[src/rtl/reg_file_rename_if.sv]
// reg_file_rename_if: issue, commit, flush and operand-read signals of the renaming register file
interface reg_file_rename_if #(
  parameter int REG_ADDR_WIDTH = 5,
  parameter int Q_WIDTH = 4
);
  logic issue_en;
  logic [REG_ADDR_WIDTH-1:0] issue_rd;
  logic [Q_WIDTH-1:0] issue_Q;
  logic [REG_ADDR_WIDTH-1:0] rs1_addr;
  logic [REG_ADDR_WIDTH-1:0] rs2_addr;
  logic rs1_busy;
  logic [Q_WIDTH-1:0] rs1_Q;
  logic [31:0] rs1_V;
  logic rs2_busy;
  logic [Q_WIDTH-1:0] rs2_Q;
  logic [31:0] rs2_V;
  logic commit_en;
  logic [REG_ADDR_WIDTH-1:0] commit_reg_addr;
  logic [Q_WIDTH-1:0] commit_Q;
  logic [31:0] commit_V;
  logic flush;
  modport master (
    output issue_en, issue_rd, issue_Q, rs1_addr, rs2_addr,
    output commit_en, commit_reg_addr, commit_Q, commit_V, flush,
    input rs1_busy, rs1_Q, rs1_V, rs2_busy, rs2_Q, rs2_V
  );
  modport slave (
    input issue_en, issue_rd, issue_Q, rs1_addr, rs2_addr,
    input commit_en, commit_reg_addr, commit_Q, commit_V, flush,
    output rs1_busy, rs1_Q, rs1_V, rs2_busy, rs2_Q, rs2_V
  );
endinterface

[src/rtl/reg_file_rename.sv]
// reg_file_rename: architectural register file with per-register ROB rename tags and commit bypass
module reg_file_rename #(
  parameter int REG_ADDR_WIDTH = 5,
  parameter int Q_WIDTH = 4
) (
  input logic clk_in,
  input logic rst_in,
  input logic rdy_in,
  reg_file_rename_if.slave bus
);
  localparam int N = 2 ** REG_ADDR_WIDTH;
  logic [31:0] v [N];
  logic [Q_WIDTH-1:0] q [N];
  logic [N-1:0] busy;
  logic commit_ok, issue_ok, byp1, byp2;
  assign commit_ok = bus.commit_en && bus.commit_reg_addr != '0;
  assign issue_ok = bus.issue_en && bus.issue_rd != '0;
  // later assignments win: flush/issue override the commit's busy clear
  always_ff @(posedge clk_in) begin
    if (rst_in) begin
      busy <= '0;
      for (int i = 0; i < N; i++) begin
        v[i] <= '0;
        q[i] <= '0;
      end
    end else if (rdy_in) begin
      if (commit_ok) begin
        v[bus.commit_reg_addr] <= bus.commit_V;
        if (busy[bus.commit_reg_addr] && q[bus.commit_reg_addr] == bus.commit_Q)
          busy[bus.commit_reg_addr] <= 1'b0;
      end
      if (bus.flush) busy <= '0;
      else if (issue_ok) begin
        busy[bus.issue_rd] <= 1'b1;
        q[bus.issue_rd] <= bus.issue_Q;
      end
    end
  end
  // a commit resolving the current rename is forwarded to readers in the same cycle
  assign byp1 = commit_ok && busy[bus.rs1_addr] && bus.commit_reg_addr == bus.rs1_addr && bus.commit_Q == q[bus.rs1_addr];
  assign byp2 = commit_ok && busy[bus.rs2_addr] && bus.commit_reg_addr == bus.rs2_addr && bus.commit_Q == q[bus.rs2_addr];
  assign bus.rs1_busy = bus.rs1_addr != '0 && busy[bus.rs1_addr] && !byp1;
  assign bus.rs1_Q = bus.rs1_addr == '0 ? '0 : q[bus.rs1_addr];
  assign bus.rs1_V = bus.rs1_addr == '0 ? 32'd0 : byp1 ? bus.commit_V : v[bus.rs1_addr];
  assign bus.rs2_busy = bus.rs2_addr != '0 && busy[bus.rs2_addr] && !byp2;
  assign bus.rs2_Q = bus.rs2_addr == '0 ? '0 : q[bus.rs2_addr];
  assign bus.rs2_V = bus.rs2_addr == '0 ? 32'd0 : byp2 ? bus.commit_V : v[bus.rs2_addr];
endmodule

[src/flat_wrapper.sv]
// flat-port wrapper written by rule: the top's interface ports become plain ports
module reg_file_rename_flat 
#(
  parameter int REG_ADDR_WIDTH = 5,
  parameter int Q_WIDTH = 4
)
  (clk_in, rst_in, rdy_in, bus_issue_en, bus_issue_rd, bus_issue_Q, bus_rs1_addr, bus_rs2_addr, bus_commit_en, bus_commit_reg_addr, bus_commit_Q, bus_commit_V, bus_flush, bus_rs1_busy, bus_rs1_Q, bus_rs1_V, bus_rs2_busy, bus_rs2_Q, bus_rs2_V);
  reg_file_rename_if #(.REG_ADDR_WIDTH(REG_ADDR_WIDTH), .Q_WIDTH(Q_WIDTH)) bus_i ();
  input logic clk_in;
  input logic rst_in;
  input logic rdy_in;
  input wire logic [$bits(bus_i.issue_en)-1:0] bus_issue_en;
  input wire logic [$bits(bus_i.issue_rd)-1:0] bus_issue_rd;
  input wire logic [$bits(bus_i.issue_Q)-1:0] bus_issue_Q;
  input wire logic [$bits(bus_i.rs1_addr)-1:0] bus_rs1_addr;
  input wire logic [$bits(bus_i.rs2_addr)-1:0] bus_rs2_addr;
  input wire logic [$bits(bus_i.commit_en)-1:0] bus_commit_en;
  input wire logic [$bits(bus_i.commit_reg_addr)-1:0] bus_commit_reg_addr;
  input wire logic [$bits(bus_i.commit_Q)-1:0] bus_commit_Q;
  input wire logic [$bits(bus_i.commit_V)-1:0] bus_commit_V;
  input wire logic [$bits(bus_i.flush)-1:0] bus_flush;
  output wire logic [$bits(bus_i.rs1_busy)-1:0] bus_rs1_busy;
  output wire logic [$bits(bus_i.rs1_Q)-1:0] bus_rs1_Q;
  output wire logic [$bits(bus_i.rs1_V)-1:0] bus_rs1_V;
  output wire logic [$bits(bus_i.rs2_busy)-1:0] bus_rs2_busy;
  output wire logic [$bits(bus_i.rs2_Q)-1:0] bus_rs2_Q;
  output wire logic [$bits(bus_i.rs2_V)-1:0] bus_rs2_V;
  assign bus_i.issue_en = bus_issue_en;
  assign bus_i.issue_rd = bus_issue_rd;
  assign bus_i.issue_Q = bus_issue_Q;
  assign bus_i.rs1_addr = bus_rs1_addr;
  assign bus_i.rs2_addr = bus_rs2_addr;
  assign bus_i.commit_en = bus_commit_en;
  assign bus_i.commit_reg_addr = bus_commit_reg_addr;
  assign bus_i.commit_Q = bus_commit_Q;
  assign bus_i.commit_V = bus_commit_V;
  assign bus_i.flush = bus_flush;
  assign bus_rs1_busy = bus_i.rs1_busy;
  assign bus_rs1_Q = bus_i.rs1_Q;
  assign bus_rs1_V = bus_i.rs1_V;
  assign bus_rs2_busy = bus_i.rs2_busy;
  assign bus_rs2_Q = bus_i.rs2_Q;
  assign bus_rs2_V = bus_i.rs2_V;
  reg_file_rename #(.REG_ADDR_WIDTH(REG_ADDR_WIDTH), .Q_WIDTH(Q_WIDTH)) u_core (.clk_in(clk_in), .rst_in(rst_in), .rdy_in(rdy_in), .bus(bus_i));
endmodule
[config.mk]
export PLATFORM = sky130hd
export DESIGN_NAME = reg_file_rename_flat
export DESIGN_NICKNAME = d
export VERILOG_FILES = /design/src/rtl/reg_file_rename_if.sv /design/src/rtl/reg_file_rename.sv /design/src/flat_wrapper.sv
export SDC_FILE = /design/constraint.sdc
export NUM_CORES = 2
export LEC_CHECK = 0
export CAP_MARGIN = 15
export CELL_PAD_IN_SITES_DETAIL_PLACEMENT = 0
export CELL_PAD_IN_SITES_GLOBAL_PLACEMENT = 1
export CORE_MARGIN = 10
export CORE_UTILIZATION = 25
export DETAILED_ROUTE_END_ITERATION = 10
export GPL_ROUTABILITY_DRIVEN = 0
export HOLD_SLACK_MARGIN = 0.15
export PLACE_DENSITY = 0.54
export RECOVER_POWER = 100
export SYNTH_ARGS = -nofsm -noshare
export SYNTH_HDL_FRONTEND = slang
export SYNTH_SLANG_ARGS = --single-unit
[constraint.sdc]
create_clock -name clk_in -period 7.5 [get_ports clk_in]
set_input_delay 2.25 -clock clk_in [delete_from_list [all_inputs] [get_ports clk_in]]
set_output_delay 2.25 -clock clk_in [all_outputs]
set_load 0.1 [all_outputs]
==> reports/metrics.cfg <==
[setup_path]
end_kind = primary output
rr_worst_depth = 9
cp-start-kind = input pin
r2r-end = u_core.busy[27]
critical_path_arrival_ns = 5.19
cp_max_fo = 13
setup.worst_path.class = input pin to primary output
r2r-start = u_core.q[1][3]
cp.required_ns = 5.25
regToRegSetupSlack_ns = 4.27

[placed_design]
port_buffers = 139
hpwl_mm = 155.0
place_inst = 7835

[die]
start_util = 0.2514
core_um2 = 262500
rows = 188
die_y_um = 533.8
io_pins = 140
die_area_um2 = 284900
die_w_um = 533.8

[final_layout]
area_delta_synth_final_pct = 18.55
drive_above_1_share = 0.3144
layout.nets = 4530
fill_cells = 26030
final_core_util = 0.2980
final_common_cell = edfxtp_1
stdcell_count = 8091
layout_common_cells = 1152 x edfxtp_1, 716 x mux4_2, 651 x and2_1, 469 x and2_0, 176 x buf_4

[routing]
num_vias = 41340
via_per_inst = 5.110
drtPass1Iterations = 6
drt_iter0_drc = 5150
wl_mm = 255.1
final_antenna_net_count = 0
wl_per_cell_um = 31.53
route.detailed.drc = 0

[sta]
post-route-min-period_ns = 7.445
hold_slack_ns = 0.4942
hold_viol = 0
finalCritPeriodShare = 0.9926
worstMarginPinSlew_ns = 3.145
setup_violations = 0
fmaxAchievable_ghz = 0.1343
relSlewSlack = -1.096
finClkSkew_ns = 0.03749
maxSlewViolCount = 1554

[yosys]
synthAdderAreaFrac = 0
synth_top_family_by_area = multiplexers
syn_inst = 4309
synth.avg_cell_area_um2 = 15.31
synth-edff-count = 1152
synth_xor_area_frac = 0.002654
synth_seq_cells = 1184
synth_cell_types = 60
seq_area_frac_synth = 0.5339
synth-simple-area-share = 0.1378
synth-main-ff-cell = edfxtp_1
yosysWarnings = 0
synthArstFlopShare = 0
synthMuxAreaShare = 0.2783
synth-compound-area-share = 0.01862
syn_area_um2 = 65990

[pwr]
leakage_nw = 25.59
intPower_mw = 12.62
vdd_ir_drop_max_v = 0.0002438
power.share.switching = 0.2870
seqPwrFrac = 0.441
clockPowerShare = 0.388
switchingPower_mw = 5.079
pwr-share-comb = 0.172
powerDensity_nw_per_um2 = 226.2

[grt]
grt-ovfl-total = 0
grt_pass1_wl_mm = 353.3
antenna_found_initial = 24
grt_usage = 0.1740
grt_max_degree = 73
first_global_vias = 42840

[clock_tree]
clk-insertion-delay-late_ns = 0.82
cts.clk_slew.worst_paths_ns = 0.05
cts_buffers = 137
cts_sinks = 1184
cts_tree = yes
htreeDepth = 4
clock_path_buffers = 3
clock_tree.root_cell = clkbuf_16

[run_status]
violations = capacitance limit, slew limit
status = finished, violations left

[hold_path]
min_to = u_core.busy[0]
hp-start = u_core.busy[0]
hold_depth = 2
hold_class = flop to flop

[job]
max_cap_viol_count = 64

flip-flops by register name, indices dropped and copies added (netlist names):
| register | cells |
|---|---|
| u_core.q | 128 |
| u_core.busy | 32 |
| u_core.v | 1024 |
what timing repair did:
item | in CTS | in global routing
setup endpoints to repair | 66 | 48
pin swaps | 2 | 7
hold endpoints to repair | 0 | 0
hold buffers | 0 | 0
buffers inserted | 2 | 1
gates resized for setup | 17 | 19
gates cloned | 2 | 0
area by class of cell:
type	count	area, um2	area share
flip-flops and latches	1184	35230	0.4504
clock inverters	76	944.7	0.01207
well taps	3515	4398	0.05621
clock buffers	167	3551	0.04539
diodes	8	20.02	0.0002559
multi-input cells	2697	29750	0.3802
inverters	6	28.78	0.0003678
repair buffers	438	4313	0.05513
routing by layer:
layer,GRT usage,vias to the layer above,part of all wire,routed length [um]
met3,0.02997,363,0.069,17570
met4,0.04046,2,0.027,6854
met1,0.2366,22250,0.42,107800
met2,0.2898,1761,0.48,122900
li1,-,16970,-,-
met5,0,-,0.000051,13
logic make-up (layout without fill, tap and decap cells):
group | after synthesis | after routing
buf+inv | 463 | 687
xor+xnor | 20 | 20
compound gates | 173 | 173
mux | 914 | 914
simple gates | 1554 | 1554
other cells | 1 | 44
flops | 1184 | 1184
power by group through the flow:
stage	logic [mW]	clock network, mW	registers, mW
after floorplan	1.95	0	7.83
after global placement	3.20	0	7.90
after detailed placement	3.20	0	7.92
after CTS	3.21	6.98	7.78
after global routing	3.16	7.24	7.83
final	3.04	6.86	7.80
through the flow:
stage	setup TNS, ns	worst slack [ns]	total power [mW]	instance area (um2)
6_report	0	0.05536	17.69	78240
5_1_grt	-0.001585	-0.001104	18.23	78220
4_1_cts	0	0.001316	17.97	79170
3_5_place_dp	-18.39	-0.5222	11.12	74540
3_3_place_gp	-19.82	-0.5540	11.10	74540
2_1_floorplan	-2.418	-0.2583	9.774	66590
synth_stat cells (all sizes together), types with 5 or more instances:
| master | n | share of area |
|---|---|---|
| xor2 | 11 | 0.0015 |
| nor2b | 13 | 0.0012 |
| nor4 | 5 | 0.00070 |
| nand3 | 50 | 0.0038 |
| nor2 | 93 | 0.0053 |
| or2 | 64 | 0.0061 |
| and2 | 1120 | 0.11 |
| clkbuf | 340 | 0.019 |
| a21oi | 12 | 0.00091 |
| buf | 117 | 0.0090 |
| edfxtp | 1152 | 0.52 |
| mux2 | 38 | 0.0065 |
| nand4 | 11 | 0.0010 |
| xnor2 | 9 | 0.0012 |
| dfxtp | 32 | 0.0097 |
| o22ai | 35 | 0.0033 |
| o211a | 32 | 0.0049 |
| nor3 | 36 | 0.0027 |
| nand2b | 6 | 0.00057 |
| nand2 | 134 | 0.0076 |
| a22oi | 30 | 0.0034 |
| nand3b | 6 | 0.00068 |
| mux4 | 728 | 0.25 |
| o21ai | 40 | 0.0030 |
| or3b | 6 | 0.00080 |
| mux2i | 148 | 0.023 |
worst max path at each step:
| stage | startpoint | end | slack (ns) | depth (start not counted) |
|---|---|---|---|---|
| 6_report | bus_rs2_addr[1] | bus_rs2_V[28] | 0.06 | 12 |
| 5_1_grt | bus_rs1_addr[1] | bus_rs1_V[11] | -0.001 | 14 |
| 4_1_cts | bus_rs2_addr[1] | bus_rs2_V[3] | 0.001 | 13 |
| 3_5_place_dp | bus_rs1_addr[3] | bus_rs1_V[18] | -0.52 | 12 |
| 3_3_place_gp | bus_rs1_addr[3] | bus_rs1_V[18] | -0.55 | 12 |
| 2_1_floorplan | bus_rs2_addr[0] | bus_rs2_busy | -0.26 | 10 |
worst max-delay path, stage by stage:
cell and delay [ns]:
buf_12 0.14, buf_12 0.13, mux4_1 0.55, mux4_2 0.49, mux2i_4 0.24, nor4_2 0.09
buf_4 0.15, o2111ai_4 0.15, or2_4 0.23, buf_12 0.17, o211a_1 0.31, buf_8 0.24
(Power assumes the default switching activity.)
